--- src/rtl/clk_div_multi_if.sv ---
// Divisor write port of clk_div_multi: write strobe, target channel,
// new divisor, and the one-cycle reject flag returned by the divider.
interface clk_div_multi_if #(
  parameter int NCH = 4,
  parameter int CW  = 18
);

  localparam int CHW = (NCH > 1) ? $clog2(NCH) : 1;

  logic           wr_en;
  logic [CHW-1:0] wr_ch;
  logic [CW-1:0]  wr_div;
  logic           wr_err;

  // Master side issues writes and observes rejects.
  modport master (
    output wr_en,
    output wr_ch,
    output wr_div,
    input  wr_err
  );

  // Slave side (the divider) accepts writes and reports rejects.
  modport slave (
    input  wr_en,
    input  wr_ch,
    input  wr_div,
    output wr_err
  );

endinterface

--- src/rtl/clk_div_multi.sv ---
// Multi-channel programmable clock divider running on clk_50mhz.
// Every channel owns a counter, an active divisor and a shadow (pending)
// divisor. The shadow is only copied into the active divisor at a period
// boundary (start, wrap or sync), so a runtime divisor change never cuts a
// period short. All outputs come straight from flops.
module clk_div_multi #(
  parameter int NCH         = 4,
  parameter int CW          = 18,
  parameter int DEFAULT_DIV = 200000,
  parameter int STOP_MODE   = 0
) (
  input  logic           clk_50mhz,
  input  logic           rst_n,
  input  logic [NCH-1:0] en,
  input  logic           sync,
  clk_div_multi_if.slave wr_bus,
  output logic [NCH-1:0] clk_out,
  output logic [NCH-1:0] tick,
  output logic [NCH-1:0] running
);

  localparam int CHW = (NCH > 1) ? $clog2(NCH) : 1;

  localparam bit DEF_OK = (DEFAULT_DIV >= 32'sd2) &&
                          ((64'(DEFAULT_DIV) >> CW) == 64'd0);
  localparam bit NCH_OK = (NCH >= 32'sd1) && (NCH <= 32'sd16);

  localparam logic [CW-1:0] CNT_ONE = CW'(32'd1);
  localparam logic [CW-1:0] DIV_MIN = CW'(32'd2);
  localparam logic [CW-1:0] DEF_DIV = CW'(DEFAULT_DIV);
  localparam logic [CW-1:0] DEF_CNT = DEF_DIV - CNT_ONE;

  localparam bit STOP_NOW = (STOP_MODE == 32'sd0);

  typedef enum logic {
    CH_IDLE = 1'b0,
    CH_RUN  = 1'b1
  } ch_state_e;

  // Elaboration-time guards on the parameter set.
  if (!DEF_OK) begin : g_bad_default
    $error("clk_div_multi: DEFAULT_DIV must be >= 2 and fit in CW bits");
  end
  if (!NCH_OK) begin : g_bad_nch
    $error("clk_div_multi: NCH must be in 1..16");
  end

  // ---------------------------------------------------------------------
  // Write port decode
  // ---------------------------------------------------------------------
  logic ch_ok_s;
  logic div_ok_s;
  logic wr_acc_s;
  logic wr_err_r;

  // When NCH fills the whole channel field every encoding is a real channel.
  if ((1 << CHW) == NCH) begin : g_ch_full
    assign ch_ok_s = 1'b1;
  end else begin : g_ch_part
    localparam logic [CHW-1:0] CH_LIMIT = CHW'(NCH);
    assign ch_ok_s = (wr_bus.wr_ch < CH_LIMIT);
  end

  assign div_ok_s = (wr_bus.wr_div >= DIV_MIN);
  assign wr_acc_s = wr_bus.wr_en & ch_ok_s & div_ok_s;

  // Reject flag: high for the one cycle after a write that was not taken.
  always_ff @(posedge clk_50mhz or negedge rst_n) begin
    if (!rst_n) begin
      wr_err_r <= 1'b0;
    end else begin
      wr_err_r <= wr_bus.wr_en & ~(ch_ok_s & div_ok_s);
    end
  end

  assign wr_bus.wr_err = wr_err_r;

  // ---------------------------------------------------------------------
  // Divider channels
  // ---------------------------------------------------------------------
  for (genvar gi = 0; gi < NCH; gi++) begin : g_ch
    localparam int unsigned    IDX   = gi;
    localparam logic [CHW-1:0] CH_ID = CHW'(IDX);

    ch_state_e     state_r;
    ch_state_e     state_n;
    logic [CW-1:0] cnt_r;
    logic [CW-1:0] cnt_n;
    logic [CW-1:0] act_r;
    logic [CW-1:0] act_n;
    logic [CW-1:0] pend_r;
    logic [CW-1:0] pend_n;
    logic [CW-1:0] last_s;
    logic          wrap_s;
    logic          run_n;
    logic          clk_n;
    logic          tick_n;
    logic          clk_out_r;
    logic          tick_r;
    logic          running_r;

    // Next counter/divisor/state: start, wrap, sync, stop and drain rules.
    always_comb begin
      state_n = state_r;
      cnt_n   = cnt_r;
      act_n   = act_r;
      last_s  = act_r - CNT_ONE;
      wrap_s  = (cnt_r == last_s);
      case (state_r)
        CH_IDLE: begin
          if (en[gi]) begin
            // Starting (with or without sync) always opens a fresh period.
            state_n = CH_RUN;
            cnt_n   = '0;
            act_n   = pend_r;
          end else begin
            state_n = CH_IDLE;
            cnt_n   = cnt_r;
          end
        end
        CH_RUN: begin
          if (!en[gi] && STOP_NOW) begin
            // Immediate stop: park at the last count of the active divisor.
            state_n = CH_IDLE;
            cnt_n   = last_s;
          end else if (!en[gi] && wrap_s) begin
            // Draining channel ends at its wrap even if sync arrives.
            state_n = CH_IDLE;
            cnt_n   = last_s;
          end else if (sync || wrap_s) begin
            cnt_n = '0;
            act_n = pend_r;
          end else begin
            cnt_n = cnt_r + CNT_ONE;
          end
        end
        default: begin
          state_n = CH_IDLE;
          cnt_n   = last_s;
        end
      endcase
    end

    // Next shadow divisor and the output values that go with the next state.
    always_comb begin
      if (wr_acc_s && (wr_bus.wr_ch == CH_ID)) begin
        pend_n = wr_bus.wr_div;
      end else begin
        pend_n = pend_r;
      end
      run_n  = (state_n == CH_RUN);
      clk_n  = run_n && (cnt_n < (act_n >> 1'b1));
      tick_n = run_n && (cnt_n == (act_n - CNT_ONE));
    end

    // Channel state and registered outputs.
    always_ff @(posedge clk_50mhz or negedge rst_n) begin
      if (!rst_n) begin
        state_r   <= CH_IDLE;
        cnt_r     <= DEF_CNT;
        act_r     <= DEF_DIV;
        pend_r    <= DEF_DIV;
        clk_out_r <= 1'b0;
        tick_r    <= 1'b0;
        running_r <= 1'b0;
      end else begin
        state_r   <= state_n;
        cnt_r     <= cnt_n;
        act_r     <= act_n;
        pend_r    <= pend_n;
        clk_out_r <= clk_n;
        tick_r    <= tick_n;
        running_r <= run_n;
      end
    end

    assign clk_out[gi] = clk_out_r;
    assign tick[gi]    = tick_r;
    assign running[gi] = running_r;
  end

endmodule

--- src/flat_wrapper.sv ---
// flat-port wrapper written by rule: the top's interface ports become plain ports
module clk_div_multi_flat 
#(
  parameter int NCH         = 4,
  parameter int CW          = 18,
  parameter int DEFAULT_DIV = 200000,
  parameter int STOP_MODE   = 0
)
  (clk_50mhz, rst_n, en, sync, clk_out, tick, running, wr_bus_wr_en, wr_bus_wr_ch, wr_bus_wr_div, wr_bus_wr_err);
  clk_div_multi_if #(.NCH(NCH), .CW(CW)) wr_bus_i ();
  input  logic clk_50mhz;
  input  logic rst_n;
  input  logic [NCH-1:0] en;
  input  logic sync;
  output logic [NCH-1:0] clk_out;
  output logic [NCH-1:0] tick;
  output logic [NCH-1:0] running;
  input wire logic [$bits(wr_bus_i.wr_en)-1:0] wr_bus_wr_en;
  input wire logic [$bits(wr_bus_i.wr_ch)-1:0] wr_bus_wr_ch;
  input wire logic [$bits(wr_bus_i.wr_div)-1:0] wr_bus_wr_div;
  output wire logic [$bits(wr_bus_i.wr_err)-1:0] wr_bus_wr_err;
  assign wr_bus_i.wr_en = wr_bus_wr_en;
  assign wr_bus_i.wr_ch = wr_bus_wr_ch;
  assign wr_bus_i.wr_div = wr_bus_wr_div;
  assign wr_bus_wr_err = wr_bus_i.wr_err;
  clk_div_multi #(.NCH(NCH), .CW(CW), .DEFAULT_DIV(DEFAULT_DIV), .STOP_MODE(STOP_MODE)) u_core (.clk_50mhz(clk_50mhz), .rst_n(rst_n), .en(en), .sync(sync), .wr_bus(wr_bus_i), .clk_out(clk_out), .tick(tick), .running(running));
endmodule
--- config.mk ---
export PLATFORM = sky130hd
export DESIGN_NAME = clk_div_multi_flat
export DESIGN_NICKNAME = d
export VERILOG_FILES = /design/src/rtl/clk_div_multi_if.sv /design/src/rtl/clk_div_multi.sv /design/src/flat_wrapper.sv
export SDC_FILE = /design/constraint.sdc
export NUM_CORES = 1
export LEC_CHECK = 0
export BUFFER_PORTS_ARGS = -buffer_cell sky130_fd_sc_hd__buf_2
export CORE_MARGIN = 5
export CORE_UTILIZATION = 50
export CTS_CLUSTER_SIZE = 14
export DETAILED_ROUTE_END_ITERATION = 12
export PLACE_DENSITY = 0.66
export SLEW_MARGIN = 20
export SYNTH_ARGS = -nofsm -noshare
export SYNTH_HDL_FRONTEND = slang
export SYNTH_SLANG_ARGS = --single-unit
--- constraint.sdc ---
create_clock -name clk_50mhz -period 7 [get_ports clk_50mhz]
set_input_delay 1.4 -clock clk_50mhz [delete_from_list [all_inputs] [get_ports clk_50mhz]]
set_output_delay 1.4 -clock clk_50mhz [all_outputs]
set_load 0.005 [all_outputs]
---- After elaboration in Yosys (flattened, before gate mapping) ----
Cells that the tools add are included.
storage, ports and cells
  flip-flop bits (word level) ............. 229
  input port bits ......................... 28
  output and inout bits ................... 13
cells by class
  $add $sub $neg .......................... 12
  magnitude comparators ................... 5
  equality and inequality tests ........... 11
  mux-type cells .......................... 56
  bitwise gates (word level) .............. 7
  reduce and logical (&&, ||, !) cells .... 25
operator list
  cell                   count
  $mux 18                32
  $pmux 18 s2            8
  $eq 18x18->1           8
  $sub 18x1->18 const B  8
  $add 18x1->18 const B  4
  $lt 18x17->1           4
  $ge 18x2->1 const B    1
  $logic_and 1x1->1      16
  $mux 1                 12
  $pmux 1 s2             4
  $not 1->1              5
  $eq 2x2->1 const B     2
  $logic_not 1->1        4
  $logic_or 1x1->1       4
  $and 1x1->1            2
  $eq 2x1->1 const B     1
  $logic_not 2->1        1

---- Logic depth before layout (Yosys ltp) ----
  depth after elaboration ................. 10
  depth in mapped cells ................... 27

---- Worst setup path after synthesis ----
Ideal clock, no wire load.
  path type ............................... register to register
  start ................................... register u_core.g_ch[3].act_r[0]
  end ..................................... register u_core.g_ch[3].clk_out_r
  arrival ................................. 5057 ps
  required time ........................... 6935 ps
  setup slack ............................. 1878 ps
  stages on the path, launching flop included .. 27
  path buffers ............................ 4
  cell sequence ........................... dfrtp_1 > clkbuf_1 > inv_1 > ha_1 > or4b_1 > nor4_1 > xnor3_1 > or4b_1 > nor4_1 > a22oi_2 > buf_2 > buf_1 > buf_2 > mux2i_1 > ha_1 > a21o_1 > a21o_1 > a21o_1 > a21oi_1 > nor2b_1 > o21ai_0 > nand2b_1 > a21oi_1 > o21ai_0 > nand2_1 > o211ai_1 > nand2_1
between the ends
  longest elaborated chain between the ends .. 9
  elaborated cells between the ends (all ways) .. 17
  classes of those cells .................. add/sub (1); order compare (1); eq/ne (1); mux (11); reduce/logical (3)
RTL lines
  element                   line                  text
  start: declaration        clk_div_multi.sv:89   logic [CW-1:0] act_r;
  start signal: assignment  clk_div_multi.sv:169  act_r <= act_n;
  $sub 18x1->18 *           clk_div_multi.sv:107  last_s = act_r - CNT_ONE;
  $eq 18x18->1              clk_div_multi.sv:108  wrap_s = (cnt_r == last_s);
  $logic_or 1x1->1          clk_div_multi.sv:130  end else if (sync || wrap_s) begin
  $mux 18                   clk_div_multi.sv:130
  $mux 18                   clk_div_multi.sv:126  end else if (!en[gi] && wrap_s) begin
  $mux 18                   clk_div_multi.sv:122  if (!en[gi] && STOP_NOW) begin
  $pmux 18 s2               clk_div_multi.sv:109  case (state_r)
  $lt 18x17->1              clk_div_multi.sv:152  clk_n = run_n && (cnt_n < (act_n >> 1'b1));
  $logic_and 1x1->1 *       clk_div_multi.sv:152
  net u_core.g_ch[3].clk_n  clk_div_multi.sv:96   logic clk_n;
  end signal: assignment    clk_div_multi.sv:171  clk_out_r <= clk_n;
  end: declaration          clk_div_multi.sv:98   logic clk_out_r;
The timed path passes the listed nets; every way through them passes the cells marked *.
A chain may end at the register's enable or synchronous reset.

---- Worst setup path in the final report ----
  start ................................... register u_core.g_ch[0].act_r[0]
  end ..................................... register u_core.g_ch[0].clk_out_r
between the ends
  longest elaborated chain between the ends .. 9
  elaborated cells between the ends (all ways) .. 17
  classes of those cells .................. add/sub (1); order compare (1); eq/ne (1); mux (11); reduce/logical (3)
RTL lines
  element                   line
  start: declaration        clk_div_multi.sv:89
  start signal: assignment  clk_div_multi.sv:169
  $sub 18x1->18 *           clk_div_multi.sv:107
  $eq 18x18->1              clk_div_multi.sv:108
  $logic_or 1x1->1          clk_div_multi.sv:130
  $mux 18                   clk_div_multi.sv:130
  $mux 18                   clk_div_multi.sv:126
  $mux 18                   clk_div_multi.sv:122
  $pmux 18 s2               clk_div_multi.sv:109
  $lt 18x17->1              clk_div_multi.sv:152
  $logic_and 1x1->1 *       clk_div_multi.sv:152
  net u_core.g_ch[0].clk_n  clk_div_multi.sv:96
  end signal: assignment    clk_div_multi.sv:171
  end: declaration          clk_div_multi.sv:98
Marked as above.

==> impl_metrics.py <==
metrics = {
    "finish": {
        "finish.utilization_pct": 53.5,
        "layout.area.seq_mm2": 0.00585,
        "final_area_mm2": 0.0206,
        "multiInputGateArea_mm2": 0.0123,
        "num-nets-final": 2258,
        "flow.area_growth_from_synthesis_pct": 6.20,
        "final.fill_count": 3535,
        "drive_above_1_share_pct": 14.7,
    },
    "place": {
        "detailed_place_hpwl_um": 43300,
        "placed_cell_area_mm2": 0.0197,
        "port_buffers": 40,
        "final_weighted_congestion_in_routability_driven_placement": 0.988,
        "post-place-ws_ns": 0.976,
    },
    "synthesis": {
        "mapped_nets": 2333,
        "postSynthCellCount": 2229,
        "synth.largest_area_cell": "dfrtp_1",
        "synthDistinctLibCells": 98,
        "seq_area_frac_synth_pct": 30.2,
        "synth.cell_area_mm2": 0.0194,
        "syn-mean-instance-area_um2": 8.69,
        "synth_enable_flop_cells": 0,
        "synth.top_cells.by_count": "xnor2_1 (163), nand2_1 (157), nor2_1 (147)",
        "synth_flop_cell": "dfrtp_1",
        "synth-async-reset-ratio_pct": 100,
        "synth_top_area_share_pct": 17.7,
        "ys_seq_elements": 229,
        "yosys.cell_count.top_type": "xnor2_1",
        "netlist_top_cells_area": "dfrtp_1 (18%), dfstp_2 (12%), xnor2_1 (7.4%), mux2i_1 (5.1%), mux2_2 (4.9%)",
        "ys_warn_count": 0,
    },
    "clock_tree": {
        "cts_root_buf": "clkbuf_16",
        "cts-root-to-sink-buffers": 3,
        "insertion_delay_ns": 0.56,
        "cts.sink_count": 229,
        "post_cts.repair.setup_buffers": 0,
        "cts_htree_levels": 1,
        "cts_inserted_buffers": 28,
        "post_cts_resize_count": 0,
        "worst_setup_hold_path_clk_slew_ns": 0.06,
        "clock_tree_from_tritoncts": "yes",
        "postCtsHoldBufs": 0,
    },
    "pwr": {
        "switching_share_pct": 40.8,
        "ir_worst_vdd_mv": 0.250,
        "p_sw_mw": 2.43,
        "pwr_density_cell_mw_per_mm2": 290,
        "seq_power_share_pct": 37.0,
        "power.clock.fraction_pct": 23.2,
        "cell_internal_pwr_mw": 3.53,
        "report.power.total_mw": 5.96,
        "power_frac_comb_pct": 39.7,
        "p_leak_nw": 8.44,
    },
    "worst_setup_path": {
        "reg2regPathDepth": 15,
        "criticalPathCategory": "reg2reg",
        "crit_path_start_kind": "register",
        "worst_ep_arrival_time_ns": 6.60,
        "beginning_of_the_worst_register_to_register_path": "u_core.g_ch[0].act_r[0]",
        "ff2ff_setup_slack_ns": 0.87,
        "cp-end-kind": "register",
        "rr_endpoint": "u_core.g_ch[0].clk_out_r",
        "worst_setup_path_startpoint": "u_core.g_ch[0].act_r[0]",
        "worst_ep_required_time_ns": 7.47,
        "worstPathMaxFanout": 18,
    },
    "timing": {
        "max_slew.worst_pin.slew_ns": 0.993,
        "setup_tns_ns": 0,
        "setup_viol_count_final": 0,
        "fmax_ghz": 0.163,
        "worst_slew_margin_rel_pct": 32.9,
        "skew_ns": 0.0118,
        "max_slew_violation_count": 0,
        "final_period_minus_worst_setup_slack_ns": 6.13,
        "report.final.hold_viol_count": 0,
        "worst_slack_ns": 0.873,
        "rsz0062_at_grt": "false",
        "min_period_over_period_pct": 87.5,
    },
    "global_routing": {
        "grt_antenna_before_repair": 1,
        "grt_start_max_net_pins": 178,
        "grt.total_usage_pct": 26.8,
        "first_global_vias": 16600,
        "grt_overflow": 0,
        "grt_first_pass_wirelength_um": 92300,
    },
    "status": {
        "run_status": "finished, final reports clean",
    },
    "floorplanning": {
        "initial_utilization_pct": 50.4,
        "chipWidth_um": 207,
        "die-area_mm2": 0.0428,
        "fp.dieH_um": 207,
        "core_mm2": 0.0385,
        "placement_rows": 72,
        "pin_count": 41,
    },
    "detailed_routing": {
        "drt_first_iter_violations": 1536,
        "ant_nets": 0,
        "routedWlPerCell_um": 21.6,
        "route.vias.total": 16900,
        "remaining_design_rule_violation_count": 0,
        "route.detailed.vias_per_inst": 6.27,
        "dr.pass1.iters": 5,
        "route.final.wire_length_um": 58200,
    },
    "min_path": {
        "worstHoldStart": "u_core.g_ch[1].pend_r[15]",
        "hold_path_end": "u_core.g_ch[1].pend_r[15]",
        "min_path_type": "reg2reg",
        "hold_depth": 1,
    },
    "job": {
        "cap_violations": 0,
    },
}
## power groups by stage
stage / Combinational, mW / Sequential [mW] / Clock (mW)
global placement: 2.30 / 2.20 / 0
global route: 2.61 / 2.24 / 1.47
finish: 2.37 / 2.21 / 1.39
CTS: 2.34 / 2.19 / 1.42
floorplan: 2.04 / 1.83 / 0
detailed placement: 2.33 / 2.21 / 0
## area by class of cell
cell class	instances	area share, %
multi-input combinational	1703	59.9
sequential	229	28.4
clock buffer	45	3.87
tap	518	3.15
inverter	128	2.34
timing repair buffer	64	2.05
clock inverter	6	0.280
antenna	2	0.0243
## cell usage in the layout, fill, tap and decap left out, drive strengths merged, types with 21 or more instances in the layout
cell / Yosys / routed
xnor2: 163 / 163
nand2: 157 / 157
nor2: 148 / 148
dfrtp: 137 / 137
inv: 124 / 124
o21ai: 107 / 107
mux2i: 99 / 99
a21oi: 95 / 95
dfstp: 92 / 92
xor2: 88 / 88
mux2: 85 / 85
ha: 76 / 76
nand3: 73 / 73
nor3: 69 / 69
buf: 48 / 64
nor4: 50 / 50
clkbuf: 121 / 45
nand4: 43 / 43
o22ai: 42 / 42
nand2b: 27 / 27
a31oi: 26 / 26
and3: 26 / 26
o211ai: 22 / 22
nor2b: 21 / 21
or4: 21 / 21
## critical path, stage by stage (launching register included)
cell and delay, ns:
dfrtp_1 0.44, inv_1 0.12, ha_1 0.33, or4b_2 0.70, nor4_1 0.57, xnor2_1 0.24
xnor2_1 0.17, or4_1 0.60, o21a_1 0.43, nor2_4 0.55, mux2i_1 0.51, ha_1 0.33
a21oi_1 0.23, nand3_1 0.19, or4_1 0.44, a31oi_1 0.17
## flip-flops by register name, indices dropped and copies added (netlist names)
name	flops
u_core.g_ch.tick_r	4
u_core.wr_bus.wr_err	1
u_core.g_ch.act_r	72
u_core.g_ch.clk_out_r	4
u_core.g_ch.cnt_r	72
u_core.g_ch.state_r	4
u_core.g_ch.pend_r	72
## logic make-up after synthesis
logic type / after synthesis / share of synthesized area, %
simple gates: 730 / 19.8
compound gates: 442 / 15.2
fa+ha+maj: 77 / 4.96
xor+xnor: 270 / 13.6
flops: 229 / 30.2
mux: 184 / 10.1
buf+inv: 297 / 6.28
## metal layers
metal,vias up,track usage (%),routed length [um]
li1,7852,-,-
met1,8259,37.2,25700
met2,623,44.0,26800
met3,156,3.69,3490
met4,2,8.33,2210
met5,-,0,20
## worst max path at each step
| stage | to | slack, ns | depth (start not counted) |
|---|---|---|---|
| 2_1_floorplan | u_core.g_ch[3].clk_out_r | 1.88 | 26 |
| 3_3_place_gp | u_core.g_ch[0].tick_r | 1.28 | 15 |
| 3_5_place_dp | u_core.g_ch[0].clk_out_r | 0.98 | 15 |
| 4_1_cts | u_core.g_ch[0].clk_out_r | 0.95 | 15 |
| 5_1_grt | u_core.g_ch[0].clk_out_r | 0.47 | 15 |
| 6_report | u_core.g_ch[0].clk_out_r | 0.87 | 15 |
## through the flow
step	hold slack (ns)	std cells
after floorplan	0.502	2229
after global placement	0.534	2641
after detailed placement	0.538	2641
after CTS	0.550	2692
after global routing	0.578	2693
final	0.548	2695
No activity file was read; power rests on OpenSTA's default activity.
